`config.mk`:
```
export PLATFORM = sky130hd
export DESIGN_NAME = core_inst_sequencer
export DESIGN_NICKNAME = d
export VERILOG_FILES = /design/src/rtl/core_inst_sequencer.sv
export SDC_FILE = /design/constraint.sdc
export NUM_CORES = 1
export LEC_CHECK = 0
export CELL_PAD_IN_SITES_DETAIL_PLACEMENT = 1
export CELL_PAD_IN_SITES_GLOBAL_PLACEMENT = 2
export CORE_ASPECT_RATIO = 1.75
export CORE_UTILIZATION = 39
export CTS_CLUSTER_DIAMETER = 150
export DETAILED_ROUTE_END_ITERATION = 10
export PLACE_DENSITY = 0.84
export SLEW_MARGIN = 20
export SYNTH_ARGS = -nofsm -noshare
export SYNTH_HDL_FRONTEND = slang
export SYNTH_SLANG_ARGS = --single-unit
```
`constraint.sdc`:
```
create_clock -name clk -period 6 [get_ports clk]
set_input_delay 1.2 -clock clk [delete_from_list [all_inputs] [get_ports clk]]
set_output_delay 1.2 -clock clk [all_outputs]
set_load 0.01 [all_outputs]
```
`src/rtl/core_inst_sequencer.sv`:
```
// Sequences one weight-stationary tile on the core: kernel xmem->L0, L0->PE weight load,
// activation xmem->L0, execute, then OFIFO drain into pmem, emitting a registered 35-bit inst word.
module core_inst_sequencer #(
    parameter int ROW     = 8,
    parameter int COL     = 8,
    parameter int ADDR_W  = 11,
    parameter int TIMEOUT = 1024
) (
    input  logic              clk,
    input  logic              reset_n,
    input  logic              start,
    input  logic              abort,
    input  logic [ADDR_W-1:0] k_base,
    input  logic [ADDR_W-1:0] a_base,
    input  logic [ADDR_W-1:0] p_base,
    input  logic [ADDR_W-1:0] a_len,
    input  logic              relu_en,
    input  logic              acc_en,
    input  logic              ofifo_valid,
    output logic [34:0]       inst,
    output logic              busy,
    output logic              done,
    output logic              error
);

    localparam int CNT_W = ADDR_W + $clog2(ROW + COL + 1) + 1;
    localparam int WD_W  = $clog2(TIMEOUT + 1);

    localparam logic [34:0] IDLE_INST = (35'd1 << 32) | (35'd1 << 31) | (35'd1 << 19) | (35'd1 << 18);

    localparam logic [CNT_W-1:0] COL_C     = CNT_W'(COL);
    localparam logic [CNT_W-1:0] RC_LAST_C = CNT_W'(ROW + COL - 1);
    localparam logic [WD_W-1:0]  TIMEOUT_C = WD_W'(TIMEOUT);

    typedef enum logic [2:0] {
        S_IDLE,
        S_KLOAD,
        S_KFEED,
        S_ALOAD,
        S_EXEC,
        S_DRAIN,
        S_DONE
    } state_t;

    state_t             state_q, state_d;
    logic [34:0]        inst_q, inst_d;
    logic [CNT_W-1:0]   cnt_q, cnt_d;
    logic [ADDR_W-1:0]  kBase_q, kBase_d;
    logic [ADDR_W-1:0]  aBase_q, aBase_d;
    logic [ADDR_W-1:0]  pBase_q, pBase_d;
    logic [ADDR_W-1:0]  aLen_q, aLen_d;
    logic               relu_q, relu_d;
    logic               acc_q, acc_d;
    logic [ADDR_W-1:0]  rdCnt_q, rdCnt_d;
    logic [ADDR_W-1:0]  wrCnt_q, wrCnt_d;
    logic               pend_q, pend_d;
    logic [WD_W-1:0]    wdCnt_q, wdCnt_d;
    logic               error_q, error_d;
    logic               zeroDone_q, zeroDone_d;
    logic [CNT_W-1:0]   aLenExt;

    assign aLenExt = CNT_W'(aLen_q);

    always_ff @(posedge clk or negedge reset_n) begin
        if (!reset_n) begin
            state_q    <= S_IDLE;
            inst_q     <= IDLE_INST;
            cnt_q      <= '0;
            kBase_q    <= '0;
            aBase_q    <= '0;
            pBase_q    <= '0;
            aLen_q     <= '0;
            relu_q     <= 1'b0;
            acc_q      <= 1'b0;
            rdCnt_q    <= '0;
            wrCnt_q    <= '0;
            pend_q     <= 1'b0;
            wdCnt_q    <= '0;
            error_q    <= 1'b0;
            zeroDone_q <= 1'b0;
        end else begin
            state_q    <= state_d;
            inst_q     <= inst_d;
            cnt_q      <= cnt_d;
            kBase_q    <= kBase_d;
            aBase_q    <= aBase_d;
            pBase_q    <= pBase_d;
            aLen_q     <= aLen_d;
            relu_q     <= relu_d;
            acc_q      <= acc_d;
            rdCnt_q    <= rdCnt_d;
            wrCnt_q    <= wrCnt_d;
            pend_q     <= pend_d;
            wdCnt_q    <= wdCnt_d;
            error_q    <= error_d;
            zeroDone_q <= zeroDone_d;
        end
    end

    always_comb begin
        state_d    = state_q;
        inst_d     = IDLE_INST;
        cnt_d      = cnt_q + CNT_W'(1);
        kBase_d    = kBase_q;
        aBase_d    = aBase_q;
        pBase_d    = pBase_q;
        aLen_d     = aLen_q;
        relu_d     = relu_q;
        acc_d      = acc_q;
        rdCnt_d    = rdCnt_q;
        wrCnt_d    = wrCnt_q;
        pend_d     = 1'b0;
        wdCnt_d    = wdCnt_q;
        error_d    = error_q;
        zeroDone_d = 1'b0;

        if (state_q != S_IDLE && state_q != S_DONE) begin
            inst_d[34] = relu_q;
            inst_d[33] = acc_q;
        end

        case (state_q)
            S_IDLE: begin
                cnt_d = '0;
                if (start && !abort) begin
                    kBase_d = k_base;
                    aBase_d = a_base;
                    pBase_d = p_base;
                    aLen_d  = a_len;
                    relu_d  = relu_en;
                    acc_d   = acc_en;
                    rdCnt_d = '0;
                    wrCnt_d = '0;
                    wdCnt_d = '0;
                    error_d = 1'b0;
                    if (a_len == '0) begin
                        zeroDone_d = 1'b1;
                    end else begin
                        state_d = S_KLOAD;
                    end
                end
            end

            // L0 write trails the xmem read by one cycle because the SRAM Q is registered.
            S_KLOAD: begin
                if (cnt_q < COL_C) begin
                    inst_d[19]   = 1'b0;
                    inst_d[17:7] = kBase_q + cnt_q[ADDR_W-1:0];
                end
                if (cnt_q != '0) begin
                    inst_d[2] = 1'b1;
                end
                if (cnt_q == COL_C) begin
                    state_d = S_KFEED;
                    cnt_d   = '0;
                end
            end

            S_KFEED: begin
                inst_d[0] = 1'b1;
                if (cnt_q < COL_C) begin
                    inst_d[3] = 1'b1;
                end
                if (cnt_q == RC_LAST_C) begin
                    state_d = S_ALOAD;
                    cnt_d   = '0;
                end
            end

            S_ALOAD: begin
                if (cnt_q < aLenExt) begin
                    inst_d[19]   = 1'b0;
                    inst_d[17:7] = aBase_q + cnt_q[ADDR_W-1:0];
                end
                if (cnt_q != '0) begin
                    inst_d[2] = 1'b1;
                end
                if (cnt_q == aLenExt) begin
                    state_d = S_EXEC;
                    cnt_d   = '0;
                end
            end

            S_EXEC: begin
                inst_d[1] = 1'b1;
                if (cnt_q < aLenExt) begin
                    inst_d[3] = 1'b1;
                end
                if (cnt_q == aLenExt + RC_LAST_C) begin
                    state_d = S_DRAIN;
                    cnt_d   = '0;
                end
            end

            // Each OFIFO read is followed one cycle later by its pmem write.
            S_DRAIN: begin
                cnt_d = '0;
                if (pend_q) begin
                    inst_d[32]    = 1'b0;
                    inst_d[31]    = 1'b0;
                    inst_d[30:20] = pBase_q + wrCnt_q;
                    wrCnt_d       = wrCnt_q + ADDR_W'(1);
                end
                if (ofifo_valid && rdCnt_q != aLen_q) begin
                    inst_d[6] = 1'b1;
                    rdCnt_d   = rdCnt_q + ADDR_W'(1);
                    pend_d    = 1'b1;
                end
                wdCnt_d = ofifo_valid ? '0 : wdCnt_q + WD_W'(1);
                if (pend_q && wrCnt_d == aLen_q) begin
                    state_d = S_DONE;
                end else if (!ofifo_valid && wdCnt_d == TIMEOUT_C) begin
                    error_d = 1'b1;
                    state_d = S_DONE;
                end
            end

            S_DONE: begin
                state_d = S_IDLE;
                cnt_d   = '0;
            end

            default: begin
                state_d = S_IDLE;
                cnt_d   = '0;
            end
        endcase

        // Abort beats every transition, including a start in IDLE; the error flag survives it.
        if (abort) begin
            state_d    = S_IDLE;
            inst_d     = IDLE_INST;
            cnt_d      = '0;
            pend_d     = 1'b0;
            rdCnt_d    = '0;
            wrCnt_d    = '0;
            wdCnt_d    = '0;
            zeroDone_d = 1'b0;
        end
    end

    assign inst  = inst_q;
    assign busy  = (state_q != S_IDLE);
    assign done  = (state_q == S_DONE) || zeroDone_q;
    assign error = error_q;

endmodule
```
Word-level counts from Yosys, hierarchy flattened. Index checks and enable logic that the tools add are counted.

Bits in registers: 137. Input bits: 51. Output and inout port bits: 38. Word-level logic and storage cells: 125.

$add $sub $neg: 8. $lt $le $gt $ge: 2. Equality and inequality tests: 25. Multiplexer cells: 55. Reductions and logical operators: 20.

Operator list (number): $mux W11 (10); $pmux W11 S2 (4); $mux W17 (5); $pmux W17 S4 (1); $mux W35 (1); $eq A17 B4 Y1 const B (2); $add A11 B1 Y11 const B (3); $add A11 B11 Y11 (3); $mux W3 (9); $mux W13 (2); $ne A3 B3 Y1 const B (8); $mux W1 (18); $pmux W3 S6 (1); $add A17 B1 Y17 const B (1); $eq A17 B11 Y1 (1); $eq A17 B12 Y1 (1); $lt A17 B11 Y1 (1); $lt A17 B4 Y1 const B (1); $reduce_bool A17 Y1 (1); $add A11 B4 Y12 const B (1); $eq A11 B11 Y1 (1); $eq A11 B11 Y1 const B (1); $logic_not A11 Y1 (1); $ne A11 B11 Y1 (1); other kinds (18) (32).

Depth between registers and ports, before layout.
Depth in word-level cells: 8. Gate-level depth with buffers: 11. Gate-level depth less buffers: 9.

Worst setup path before layout. OpenSTA, ideal clock, no wires.

Path type: input -> register. From: in abort. To: reg aBase_q[10]. Library setup time: 0.125 ns. Arrival time: 2.609 ns. Required time: 5.875 ns. Slack: 3.267 ns. Cell stages on the path: 5. Path buffers: 3. Cell sequence: clkbuf_1 nand3b_1 clkbuf_1 clkbuf_1 mux2_2.

Word-level cells in the longest chain between the ends: 3.

RTL lines: start: declaration (line 12) `input logic abort,`; $logic_not A1 Y1 (line 125) `if (start && !abort) begin`; $logic_and A1 B1 Y1 (line 125); $reduce_and A2 Y1 (no source line); end signal: assignment (line 86) `aBase_q <= aBase_d;`; end: declaration (line 49) `logic [ADDR_W-1:0] aBase_q, aBase_d;`.

No other way between the ends. A chain may end at the register's enable or synchronous reset.

Worst setup path in the final report.
From: reg cnt_q[13]. To: reg cnt_q[7].

Word-level cells in the longest chain between the ends: 4. Elaborated cells between the ends (all ways): 10. Classes of those cells: eq/ne (4); mux (6).

RTL lines: start: declaration (line 47) `logic [CNT_W-1:0] cnt_q, cnt_d;`; start signal: assignment (line 84) `cnt_q <= cnt_d;`; $eq A17 B12 Y1, or another cell as far along (line 189) `if (cnt_q == aLenExt + RC_LAST_C) begin`; $mux W17 (on tied branches); $pmux W17 S4 * (line 122) `case (state_q)`; $mux W17 * (line 230) `if (abort) begin`; via cnt_d[7] (line 47).

The timed path passes the listed nets; every way through them passes the cells marked *.

==> impl_metrics.sql <==
INSERT INTO impl_metrics (metric_group, metric, value, unit) VALUES
('clock_network', 'post-cts-setup-buffer-count', '0', ''),
('synth', 'combinational_family_with_the_most_area_after_synthesis', 'simple AND/OR/NAND/NOR gates', ''),
('final_layout', 'post_layout_nonfiller_instances', '1186', ''),
('die', 'placementRows', '69', ''),
('synth', 'yosys.area_share.adder', '0.0800', ''),
('clock_network', 'cts_max_path_buffers', '2', ''),
('run_status', 'outcome', 'finished with violations', ''),
('synth', 'post_synth_xor_area_fraction', '0.0876', ''),
('worst_setup_path', 'required_time_at_the_endpoint_of_the_critical_path', '6.28', 'ns'),
('placed_design', 'dp.cells', '1154', ''),
('final_layout', 'ff_latch_area', '3310', 'sq um'),
('timing', 'final.setup_skew', '0.0108', 'ns'),
('synth', 'synthDistinctLibCells', '64', ''),
('route', 'routed_len_inst', '20.2', 'um'),
('worst_hold_path', 'timing.hold.worst.class', 'reg2reg', ''),
('clock_network', 'cts_tree', 'done', ''),
('grt', 'grt_usage', '0.239', ''),
('clock_network', 'clkSinkCount', '132', ''),
('die', 'dieArea', '21400', 'sq um'),
('synth', 'synth_warn', '0', ''),
('worst_setup_path', 'crit_type', 'reg2reg', ''),
('grt', 'initial_antenna_violation_count', '0', ''),
('die', 'floorplan.io_pins', '89', ''),
('placed_design', 'finalWeightedCongestion', '0.802', ''),
('pwr', 'power.ir.vdd_worst', '0.000164', 'V'),
('route', 'detailroute.via_count', '6719', ''),
('synth', 'synth_mux_area_frac', '0.0689', ''),
('synth', 'synth_area_per_cell', '9.42', 'sq um'),
('die', 'die_width', '111', 'um'),
('synth', 'synth_async_sr_flop_share', '1.00', ''),
('timing', 'fmax', '0.306', 'GHz'),
('synth', 'netlist.area_leader.share', '0.401', ''),
('run_status', 'violations', 'DRC', ''),
('final_layout', 'diodes', '0', ''),
('clock_network', 'clock_latency', '0.43', 'ns'),
('timing', 'clock_period_minus_worst_slack', '3.27', 'ns'),
('final_layout', 'drive_above_1_share', '0.0981', ''),
('pwr', 'power_per_cell_area', '383', 'nW/um^2'),
('clock_network', 'root_buffer', 'clkbuf_16', ''),
('timing', 'worst-slew-pin-transition', '0.920', 'ns'),
('die', 'core', '20400', 'sq um'),
('synth', 'yosys-top-cells-area', 'dfrtp_1 (40%), ha_1 (7.3%), mux2_2 (6.4%), xnor2_1 (5.1%), nor2_1 (4.1%)', ''),
('worst_setup_path', 'worstSetupStartpointType', 'flop', ''),
('timing', 'slew_headroom', '0.387', ''),
('synth', 'synth_seq_area_share', '0.408', ''),
('route', 'route.detailed.drc', '20', ''),
('grt', 'grt_max_degree', '96', ''),
('timing', 'setup-tns-final', '0', 'ns'),
('timing', 'timing.final.hold_violations', '0', ''),
('route', 'drt_wl_total', '24000', 'um'),
('die', 'initial_standard_cell_utilization_of_the_core', '0.398', ''),
('grt', 'vias_in_the_first_global_route', '7378', ''),
('clock_network', 'htree_levels', '4', ''),
('worst_setup_path', 'end_kind', 'flop', ''),
('synth', 'synth_flop_cell', 'dfrtp_1', ''),
('synth', 'yosysTopAreaCell', 'dfrtp_1', ''),
('timing', 'timing.final.max_slew_violations', '0', ''),
('placed_design', 'dp_hpwl', '17500', 'um'),
('synth', 'synth.cell_area', '8100', 'sq um'),
('final_layout', 'area_delta_synth_final', '20.1', '%'),
('timing', 'grt_setup_unrepaired', 'false', ''),
('synth', 'synth_compound_area_frac', '0.135', ''),
('final_layout', 'multi_input_area', '4510', 'sq um'),
('clock_network', 'postCtsResizedCells', '0', ''),
('route', 'drt_pre_antenna_iters', '7', ''),
('worst_setup_path', 'critical_path.max_fanout', '17', ''),
('route', 'dr.first_iter.drc_count', '199', ''),
('clock_network', 'clock_slew_at_the_register_clock_pins_of_the_worst_setup_and_hold_paths', '0.06', 'ns'),
('grt', 'gr-total-overflow', '0', ''),
('timing', 'period_share', '0.544', ''),
('pwr', 'power_leakage', '4.25', 'nW');
[critical path, stage by stage, from the launching register on]
cell and delay (ns):
dfrtp_1 0.41, or4_4 0.53, nor3_1 0.70, nand3_1 0.22
a32oi_1 0.41, nor2_1 0.13, nor3_4 0.57, nor2_1 0.13
[cells by family (layout without fill, tap and decap cells)]
group           after synthesis  count (layout)
compound gates              172             172
buf+inv                      70             147
mux                          50              50
fa+ha+maj                    50              50
other cells                   2               3
flops                       132             132
xor+xnor                     81              81
simple gates                303             303
[metal layers]
layer / part of all wire / track usage / vias to the layer above
li1: - / - / 3202
met2: 0.57 / 0.467 / 113
met3: 0.023 / 0.0396 / 57
met4: 0.039 / 0.131 / 0
met1: 0.37 / 0.240 / 3347
met5: 0 / 0 / -
[area by class of cell]
type	count	share of cell area
inverters	22	0.00849
clock buffers	27	0.0527
repair buffers	93	0.0937
well taps	248	0.0319
clock inverters	5	0.0103
flip-flops and latches	132	0.340
multi-input cells	659	0.463
[state kept, by name, indices dropped and copies added (netlist names)]
| register | flops |
|---|---|
| relu_q | 1 |
| kBase_q | 11 |
| pBase_q | 11 |
| acc_q | 1 |
| aLen_q | 11 |
| cnt_q | 17 |
| rdCnt_q | 11 |
| zeroDone_q | 1 |
| wdCnt_q | 11 |
| wrCnt_q | 11 |
| aBase_q | 11 |
| inst | 31 |
| error | 1 |
| state_q | 3 |
[through the flow]
step | instance area, sq um | util | hold WS, ns | setup slack [ns] | power, mW
2_1_floorplan | 8110 | - | 0.447 | 3.27 | 2.22
3_5_place_dp | 9120 | 0.448 | 0.473 | 2.44 | 2.65
3_3_place_gp | 9120 | 0.448 | 0.459 | 2.42 | 2.61
4_1_cts | 9730 | 0.478 | 0.490 | 2.73 | 3.78
5_1_grt | 9730 | 0.478 | 0.495 | 2.36 | 3.97
6_report | 9730 | 0.478 | 0.481 | 2.73 | 3.73
[where the power goes]
part	internal [mW]	switching, mW	total (mW)	leakage (nW)
Combinational	0.625	0.656	1.28	2.22
Sequential	1.08	0.263	1.35	1.73
Clock	0.708	0.391	1.10	0.302
[final timing paths]
kind                       cells after the start      start  slack, ns     endpoint
max                                            7  cnt_q[13]       2.73     cnt_q[7]
min                                            1      acc_q       0.48     inst[33]
max reg2reg                                    7  cnt_q[13]       2.73     cnt_q[7]
min reg2reg                                    1      acc_q       0.48     inst[33]
max in group asynchronous                      2    reset_n       4.11   rdCnt_q[5]
min in group asynchronous                      1    reset_n       0.85  kBase_q[10]
[cells in the final DEF, fill, tap and decap left out, types with 3 or more instances in the layout]
master           count
a2111oi_0            3
a211oi_1             4
a21o_1              16
a21oi_1             38
a31oi_1             11
a41oi_1              5
and2_1               9
and3_1              14
buf_4                8
bufinv_16            3
clkbuf_1             5
clkbuf_16           17
clkbuf_8             5
clkdlybuf4s50_1     84
conb_1               3
dfrtp_1            130
fa_1                 3
ha_1                47
inv_1               22
mux2_2              46
mux2i_1              4
nand2_1             63
nand2b_1             7
nand3_1             28
nand4_1             24
nor2_1              89
nor2b_1              8
nor3_1              30
nor4_1               9
o211ai_1             5
o21a_1               4
o21ai_0             51
o31ai_1             13
or2_2                3
or3_1                5
xnor2_1             47
xor2_1              34
Power figures use the tool's default switching activity.
